--- src/rtl/fetch_stage_if.sv ---
// fetch_stage_if: instruction-memory req/ack bus between the fetch stage and instruction memory.
interface fetch_stage_if;
    logic        req;
    logic [31:0] addr;
    logic        ack;
    logic [31:0] rdata;
    modport master (output req, output addr, input ack, input rdata);
    modport slave (input req, input addr, output ack, output rdata);
endinterface

--- src/rtl/fetch_stage.sv ---
// fetch_stage: PC, instruction-memory request, one-entry skid buffer and IF/ID register.
module fetch_stage #(
    parameter logic [31:0] RESET_PC = 32'h0000_0000,
    parameter logic [31:0] NOP      = 32'h0000_0000
) (
    input  logic                 clk,
    input  logic                 reset_n,
    fetch_stage_if.master        imem,
    input  logic                 stall,
    input  logic                 redirect,
    input  logic [31:0]          redirect_pc,
    output logic [31:0]          if_instr,
    output logic [31:0]          if_pc_plus4,
    output logic                 if_valid
);
    typedef enum logic {FETCH, SKID} state_t;
    state_t      state, state_d;
    logic [31:0] pc, pc_d, pc_plus4, instr_d, pc4_d, skid_instr, skid_pc4, skid_instr_d, skid_pc4_d;
    logic        valid_d;
    assign pc_plus4  = pc + 32'd4;
    assign imem.req  = reset_n & (state == FETCH);
    assign imem.addr = pc;
    always_comb begin
        state_d      = state;
        pc_d         = pc;
        instr_d      = if_instr;
        pc4_d        = if_pc_plus4;
        valid_d      = if_valid;
        skid_instr_d = skid_instr;
        skid_pc4_d   = skid_pc4;
        if (redirect) begin
            pc_d    = {redirect_pc[31:2], 2'b00};
            state_d = FETCH;
            instr_d = NOP;
            pc4_d   = '0;
            valid_d = 1'b0;
        end else if (state == FETCH) begin
            if (!stall) begin
                instr_d = imem.ack ? imem.rdata : NOP;
                pc4_d   = pc_plus4;
                valid_d = imem.ack;
                pc_d    = imem.ack ? pc_plus4 : pc;
            end else if (imem.ack) begin
                // decode is held, so park the returning word instead of losing it
                skid_instr_d = imem.rdata;
                skid_pc4_d   = pc_plus4;
                pc_d         = pc_plus4;
                state_d      = SKID;
            end
        end else if (!stall) begin
            instr_d = skid_instr;
            pc4_d   = skid_pc4;
            valid_d = 1'b1;
            state_d = FETCH;
        end
    end
    always_ff @(posedge clk or negedge reset_n) begin
        if (!reset_n) begin
            state       <= FETCH;
            pc          <= RESET_PC;
            if_instr    <= NOP;
            if_pc_plus4 <= '0;
            if_valid    <= 1'b0;
            skid_instr  <= NOP;
            skid_pc4    <= '0;
        end else begin
            state       <= state_d;
            pc          <= pc_d;
            if_instr    <= instr_d;
            if_pc_plus4 <= pc4_d;
            if_valid    <= valid_d;
            skid_instr  <= skid_instr_d;
            skid_pc4    <= skid_pc4_d;
        end
    end
endmodule

--- src/flat_wrapper.sv ---
// flat-port wrapper written by rule: the top's interface ports become plain ports
module fetch_stage_flat 
#(
    parameter logic [31:0] RESET_PC = 32'h0000_0000,
    parameter logic [31:0] NOP      = 32'h0000_0000
)
  (clk, reset_n, stall, redirect, redirect_pc, if_instr, if_pc_plus4, if_valid, imem_req, imem_addr, imem_ack, imem_rdata);
  fetch_stage_if imem_i ();
  input  logic clk;
  input  logic reset_n;
  input  logic stall;
  input  logic redirect;
  input  logic [31:0] redirect_pc;
  output logic [31:0] if_instr;
  output logic [31:0] if_pc_plus4;
  output logic if_valid;
  output wire logic [$bits(imem_i.req)-1:0] imem_req;
  output wire logic [$bits(imem_i.addr)-1:0] imem_addr;
  input wire logic [$bits(imem_i.ack)-1:0] imem_ack;
  input wire logic [$bits(imem_i.rdata)-1:0] imem_rdata;
  assign imem_req = imem_i.req;
  assign imem_addr = imem_i.addr;
  assign imem_i.ack = imem_ack;
  assign imem_i.rdata = imem_rdata;
  fetch_stage #(.RESET_PC(RESET_PC), .NOP(NOP)) u_core (.clk(clk), .reset_n(reset_n), .imem(imem_i), .stall(stall), .redirect(redirect), .redirect_pc(redirect_pc), .if_instr(if_instr), .if_pc_plus4(if_pc_plus4), .if_valid(if_valid));
endmodule
--- config.mk ---
export PLATFORM = sky130hd
export DESIGN_NAME = fetch_stage_flat
export DESIGN_NICKNAME = d
export VERILOG_FILES = /design/src/rtl/fetch_stage_if.sv /design/src/rtl/fetch_stage.sv /design/src/flat_wrapper.sv
export SDC_FILE = /design/constraint.sdc
export NUM_CORES = 1
export LEC_CHECK = 0
export ABC_AREA = 1
export CORE_MARGIN = 2
export CORE_UTILIZATION = 55
export CTS_CLUSTER_SIZE = 10
export DETAILED_ROUTE_END_ITERATION = 8
export PLACE_DENSITY_LB_ADDON = 0.2
export REMOVE_ABC_BUFFERS = 1
export SLEW_MARGIN = 20
export SYNTH_ARGS = -nofsm -noshare
export SYNTH_HDL_FRONTEND = slang
export SYNTH_SLANG_ARGS = --single-unit
--- constraint.sdc ---
create_clock -name clk -period 3.2 [get_ports clk]
set_input_delay 0.64 -clock clk [delete_from_list [all_inputs] [get_ports clk]]
set_output_delay 0.64 -clock clk [all_outputs]
set_load 0.03 [all_outputs]
==> Yosys cells after proc, flatten, opt, wreduce, memory -nomap -nowiden <==
Cells that the tools add are included.
Widths: inputs -> output; s select.
{ "op_classes": {"reduce_logical": 3, "bitwise": 3, "mux": 21, "eq_ne": 2, "addsub": 1} }
{ "ops": {"columns": ["op", "n"], "rows": [
  ["$mux 32", 12],
  ["$add 32x3->32 const B", 1],
  ["$mux 1", 9],
  ["$reduce_and 4->1", 1],
  ["$ne 2x1->1 const B", 1],
  ["$ne 2x2->1 const B", 1],
  ["$not 1->1", 2],
  ["$reduce_and 2->1", 1],
  ["$reduce_bool 2->1", 1],
  ["$and 1x1->1", 1]
]} }
{ "word_totals": {"wordCells": 37, "in_bits": 69, "ff_bits": 162} }

==> Logic depth before layout (Yosys ltp) <==
{ "depth": {"ltp_word": 4, "depth_mapped": 10, "ltp_nobuf": 10} }

==> Least setup slack after synthesis <==
OpenSTA, ideal clock, no wires.
{ "synth_timing": {"path_type": "register to register", "start": "register u_core.pc[2] (netlist: u_core.imem.addr[2])", "end": "register u_core.if_pc_plus4[20]", "path_stages_with_launch": 11, "path_slack_ns": 1.415, "period_less_slack_ns": 1.785, "setup_ns": 0.118, "arrival_ns": 1.667, "cell_sequence": "dfrtp_1 -> ha_1 -> nand2_1 -> nor2_2 -> nand2_4 -> nor2_4 -> nand2_1 -> nand2_1 -> nand2_1 -> a21oi_1 -> nor2_1"} }
{ "synth_between": {"elab_chain_len": 4} }
{ "synth_rtl": {"columns": ["item", "line_no", "rtl"], "rows": [
  ["start: declaration", "fetch_stage.sv:18", "logic [31:0] pc, pc_d, pc_plus4, instr_d, pc4_d, skid_instr, skid_pc4, skid_instr_d, skid_pc4_d;"],
  ["start signal: assignment", "fetch_stage.sv:68", "pc <= pc_d;"],
  ["$add 32x3->32", "fetch_stage.sv:20", "assign pc_plus4 = pc + 32'd4;"],
  ["$mux 32", "fetch_stage.sv:38", "if (!stall) begin"],
  ["$mux 32", "fetch_stage.sv:37", "end else if (state == FETCH) begin"],
  ["$mux 32", "fetch_stage.sv:31", "if (redirect) begin"],
  ["end signal: assignment", "fetch_stage.sv:70", "if_pc_plus4 <= pc4_d;"],
  ["end: declaration", "fetch_stage.sv:13", "output logic [31:0] if_pc_plus4,"]
]} }
No other way between the ends. The select of a mux whose other input is x is not followed.
A chain may end at the register's enable or synchronous reset.

==> Final worst setup path <==
{ "layout_timing": {"start": "input port redirect", "end": "register u_core.if_pc_plus4[24]"} }
{ "layout_between": {"elab_chain_len": 1} }
{ "layout_rtl": {"columns": ["item", "line_no", "rtl"], "rows": [
  ["start: declaration", "flat_wrapper.sv:12", "input logic redirect;"],
  ["$ne 2x1->1 (no line) or $mux 32 (tied branches)", null, null]
]} }
Several ways; a longest one is shown, not always the timed one.

==> impl_metrics.csv <==
group,metric,value,unit
outcome,status,"finished clean",
timing,fmax,425,MHz
yosys,synth_cells,981,
finish,mostFrequentLayoutCell,"nand2_1",
timing,worst_clock_skew,0.00557,ns
routing,via_per_inst,5.37,
clocking,clkSinkCount,157,
global_route,grtUsageTotal,29.1,%
routing,drt-initial-drc-count,768,
finish,final_net_count,1195,
clocking,cts-root-buf,"clkbuf_16",
power,powerDensity,560,nW/µm²
worst_hold_path,hold_class,"in -> async",
finish,final_core_util,72.6,%
routing,vias,7079,
timing,setup_slack,0.844,ns
run,cap_viol_max_count,0,
yosys,yosysUniqueCellTypes,35,
power,ir_drop,0.353,mV
worst_setup_path,cp_slowest_cell,"nor2_4",
finish,drive_gt1_share,6.94,%
clocking,h-tree-depth,4,
clocking,cts_buffers,17,
floorplanning,rows,43,
floorplanning,die_x,122,µm
finish,area_delta_synth_final,30.3,%
worst_setup_path,endpoint_kind,"register",
floorplanning,coreArea,13700,µm²
timing,worstMarginPinSlew,0.886,ns
worst_setup_path,setup.worst_path.start,"redirect",
clocking,cts_buffer_depth,2,
worst_setup_path,start_kind,"input pin",
worst_setup_path,r2r_slack,1.25,ns
clocking,holdBufCountCts,0,
timing,setup_tns,0,ns
yosys,syn_area,7640,µm²
worst_setup_path,arrival,2.70,ns
floorplanning,dieArea,14800,µm²
worst_setup_path,crit_fanout,35,
finish,final_cell_mix,"374 x nand2_1, 161 x clkdlybuf4s50_1, 157 x dfrtp_1, 128 x nand3_1, 74 x nor2_1",
global_route,grt_overflow,0,
floorplanning,fp.dieH,122,µm
routing,remaining_drc_errors,0,
worst_setup_path,required,3.55,ns
clocking,cts_setup_buffers,0,
worst_setup_path,max_stage_delay,0.48,ns
routing,first_pass_iters,5,
worst_setup_path,crit_chain,"clkdlybuf4s50_1 > buf_12 > nor2_4 > inv_1 > o21ai_0 > inv_1 > a21oi_1",
worst_setup_path,critical_path_buf_inv_count,4,
floorplanning,ios,167,
timing,min_period,2.36,ns
timing,final_max_slew_viol_count,0,
placed_design,post-place-ws,0.475,ns
yosys,synth_area_per_cell,7.79,µm²
placed_design,place_congestion,0.897,
placed_design,placed_cells_incl_taps,1286,
placed_design,port_buffers,162,
timing,setup_violations,0,
worst_setup_path,cp_top_family,"buffers and inverters",
worst_setup_path,r2r_end,"u_core.if_pc_plus4[16]$_DFFE_PN0P_",
finish,antenna_cells,0,
global_route,grt_max_degree,158,
yosys,seq_area_frac_synth,51.4,%
timing,rsz0062_at_grt,"no",
global_route,antenna_found_initial,0,
clocking,path_clk_slew,0.06,ns
global_route,busiest_layer,"met2",
timing,hold_viol,0,
routing,ant_nets,0,
timing,worst_slew_margin_rel,40.9,%
global_route,grt_pass1_vias,6823,
global_route,use_met2,45.6,%
clocking,insertion_delay,0.42,ns
worst_setup_path,cpMostUsedCell,"inv_1",
timing,period_share,73.6,%
yosys,yosys_register_bits,157,
routing,wl,20.7,mm
worst_setup_path,worstRegToRegCells,7,
global_route,grt_use_met3,5.38,%
finish,instances_no_fill,1318,
clocking,cts_tree,"done",
power,p_leak,4.66,nW
global_route,use_met1,41.3,%
yosys,yosys_warnings,0,
placed_design,hpwl,13.4,mm
floorplanning,start_util,55.7,%
worst_setup_path,critical_path_class,"in -> reg",
finish,fillers,1083,
worst_setup_path,rr_startpoint,"u_core.imem.addr[2]$_DFFE_PN0P_",
global_route,grt_pass1_wl,33.7,mm
clocking,cts_resized,0,
routing,wl_per_cell,15.7,µm
-- cells by family (layout without fill, tap and decap cells) --
logic type,after synthesis,in the layout,share of synthesized area (%)
AOI/OAI and AO/OA,87,87,6.50
xor gates and xnor gates,14,14,2.00
adders and majority gates,1,1,0.164
buffers and inverters,120,276,6.78
DFF,157,157,51.4
other,1,2,0.0491
and+or+nand+nor,601,601,33.1
-- registers in the layout, indices dropped and copies added, names as in the netlist --
register	cells
u_core.skid_instr	32
u_core.state	1
u_core.if_valid	1
u_core.if_pc_plus4	31
u_core.imem.addr	30
u_core.skid_pc4	30
u_core.if_instr	32
-- worst reg2reg max path, delay by kind of cell, from the launching register on --
family | cells | cell delay (ns)
fa+ha+maj | 1 | 0.27
xor+xnor | 1 | 0.25
flops | 1 | 0.53
compound gates | 1 | 0.15
simple gates | 4 | 0.66
-- synth_stat cells --
cell / n / area share [%]
nand2_1: 374 / 18
dfrtp_1: 157 / 51
nand3_1: 128 / 8.4
nor2_1: 76 / 3.7
inv_1: 63 / 3.1
o21ai_0: 33 / 2.2
a21oi_1: 23 / 1.5
clkbuf_1: 19 / 0.93
buf_2: 18 / 1.2
o211ai_1: 10 / 0.98
nor2_2: 9 / 0.74
xor2_1: 9 / 1.0
a31oi_1: 8 / 0.66
buf_1: 7 / 0.34
nor2_4: 6 / 0.88
o21ai_1: 5 / 0.33
buf_4: 4 / 0.39
buf_6: 4 / 0.59
inv_2: 4 / 0.20
xor2_2: 4 / 0.85
nand2_2: 3 / 0.25
a22oi_1: 2 / 0.20
o21ai_2: 2 / 0.23
o221ai_1: 2 / 0.23
a221oi_1: 1 / 0.11
clkinv_1: 1 / 0.049
conb_1: 1 / 0.049
ha_1: 1 / 0.16
nand2_4: 1 / 0.15
nand3_2: 1 / 0.13
nand3b_1: 1 / 0.098
nand4_1: 1 / 0.082
nor2_8: 1 / 0.26
o21bai_1: 1 / 0.098
xnor2_1: 1 / 0.11
-- power breakdown --
group,total (mW),switching [mW],internal [mW],leakage (nW)
sequential,2.44,0.196,2.25,1.99
clock,1.98,0.802,1.18,0.289
combinational,1.15,0.696,0.450,2.39
-- cell type report --
type	count	area (µm²)	area share [%]
Multi-Input combinational cell	705	3210	32.2
Tap cell	180	225	2.26
Timing Repair Buffer	176	1770	17.7
Clock buffer	20	457	4.59
Sequential cell	157	3930	39.5
Clock inverter	12	120	1.21
Inverter	68	255	2.56
-- how the worst max path moves through the flow --
| stage | end | cells after the start | slack [ns] |
|---|---|---|---|
| floorplan | u_core.skid_pc4[28]$_DFFE_PN0P_ | 7 | -0.45 |
| global placement | u_core.if_pc_plus4[22]$_DFFE_PN0P_ | 7 | 0.51 |
| detailed placement | u_core.if_pc_plus4[22]$_DFFE_PN0P_ | 7 | 0.47 |
| CTS | imem_addr[2] | 1 | 0.85 |
| global route | u_core.if_pc_plus4[21]$_DFFE_PN0P_ | 7 | 0.70 |
| finish | u_core.if_pc_plus4[24]$_DFFE_PN0P_ | 7 | 0.84 |
-- per-stage QoR --
step                hold WS (ns)  power, mW  instance area, µm²
finish                     0.329       5.57                9960
global route               0.455       5.82                9960
CTS                        0.430       5.60                9960
detailed placement         0.461       3.61                9380
global placement           0.454       3.58                9380
floorplan                  0.344       3.06                7380
-- metal layers --
layer	wire length, µm	up-vias	share of wire (%)
met3	1520	26	7.3
li1	-	3395	-
met4	311	0	1.5
met1	9160	3361	44
met5	0	-	0
met2	9750	297	47
No activity file was read; power rests on OpenSTA's default activity.
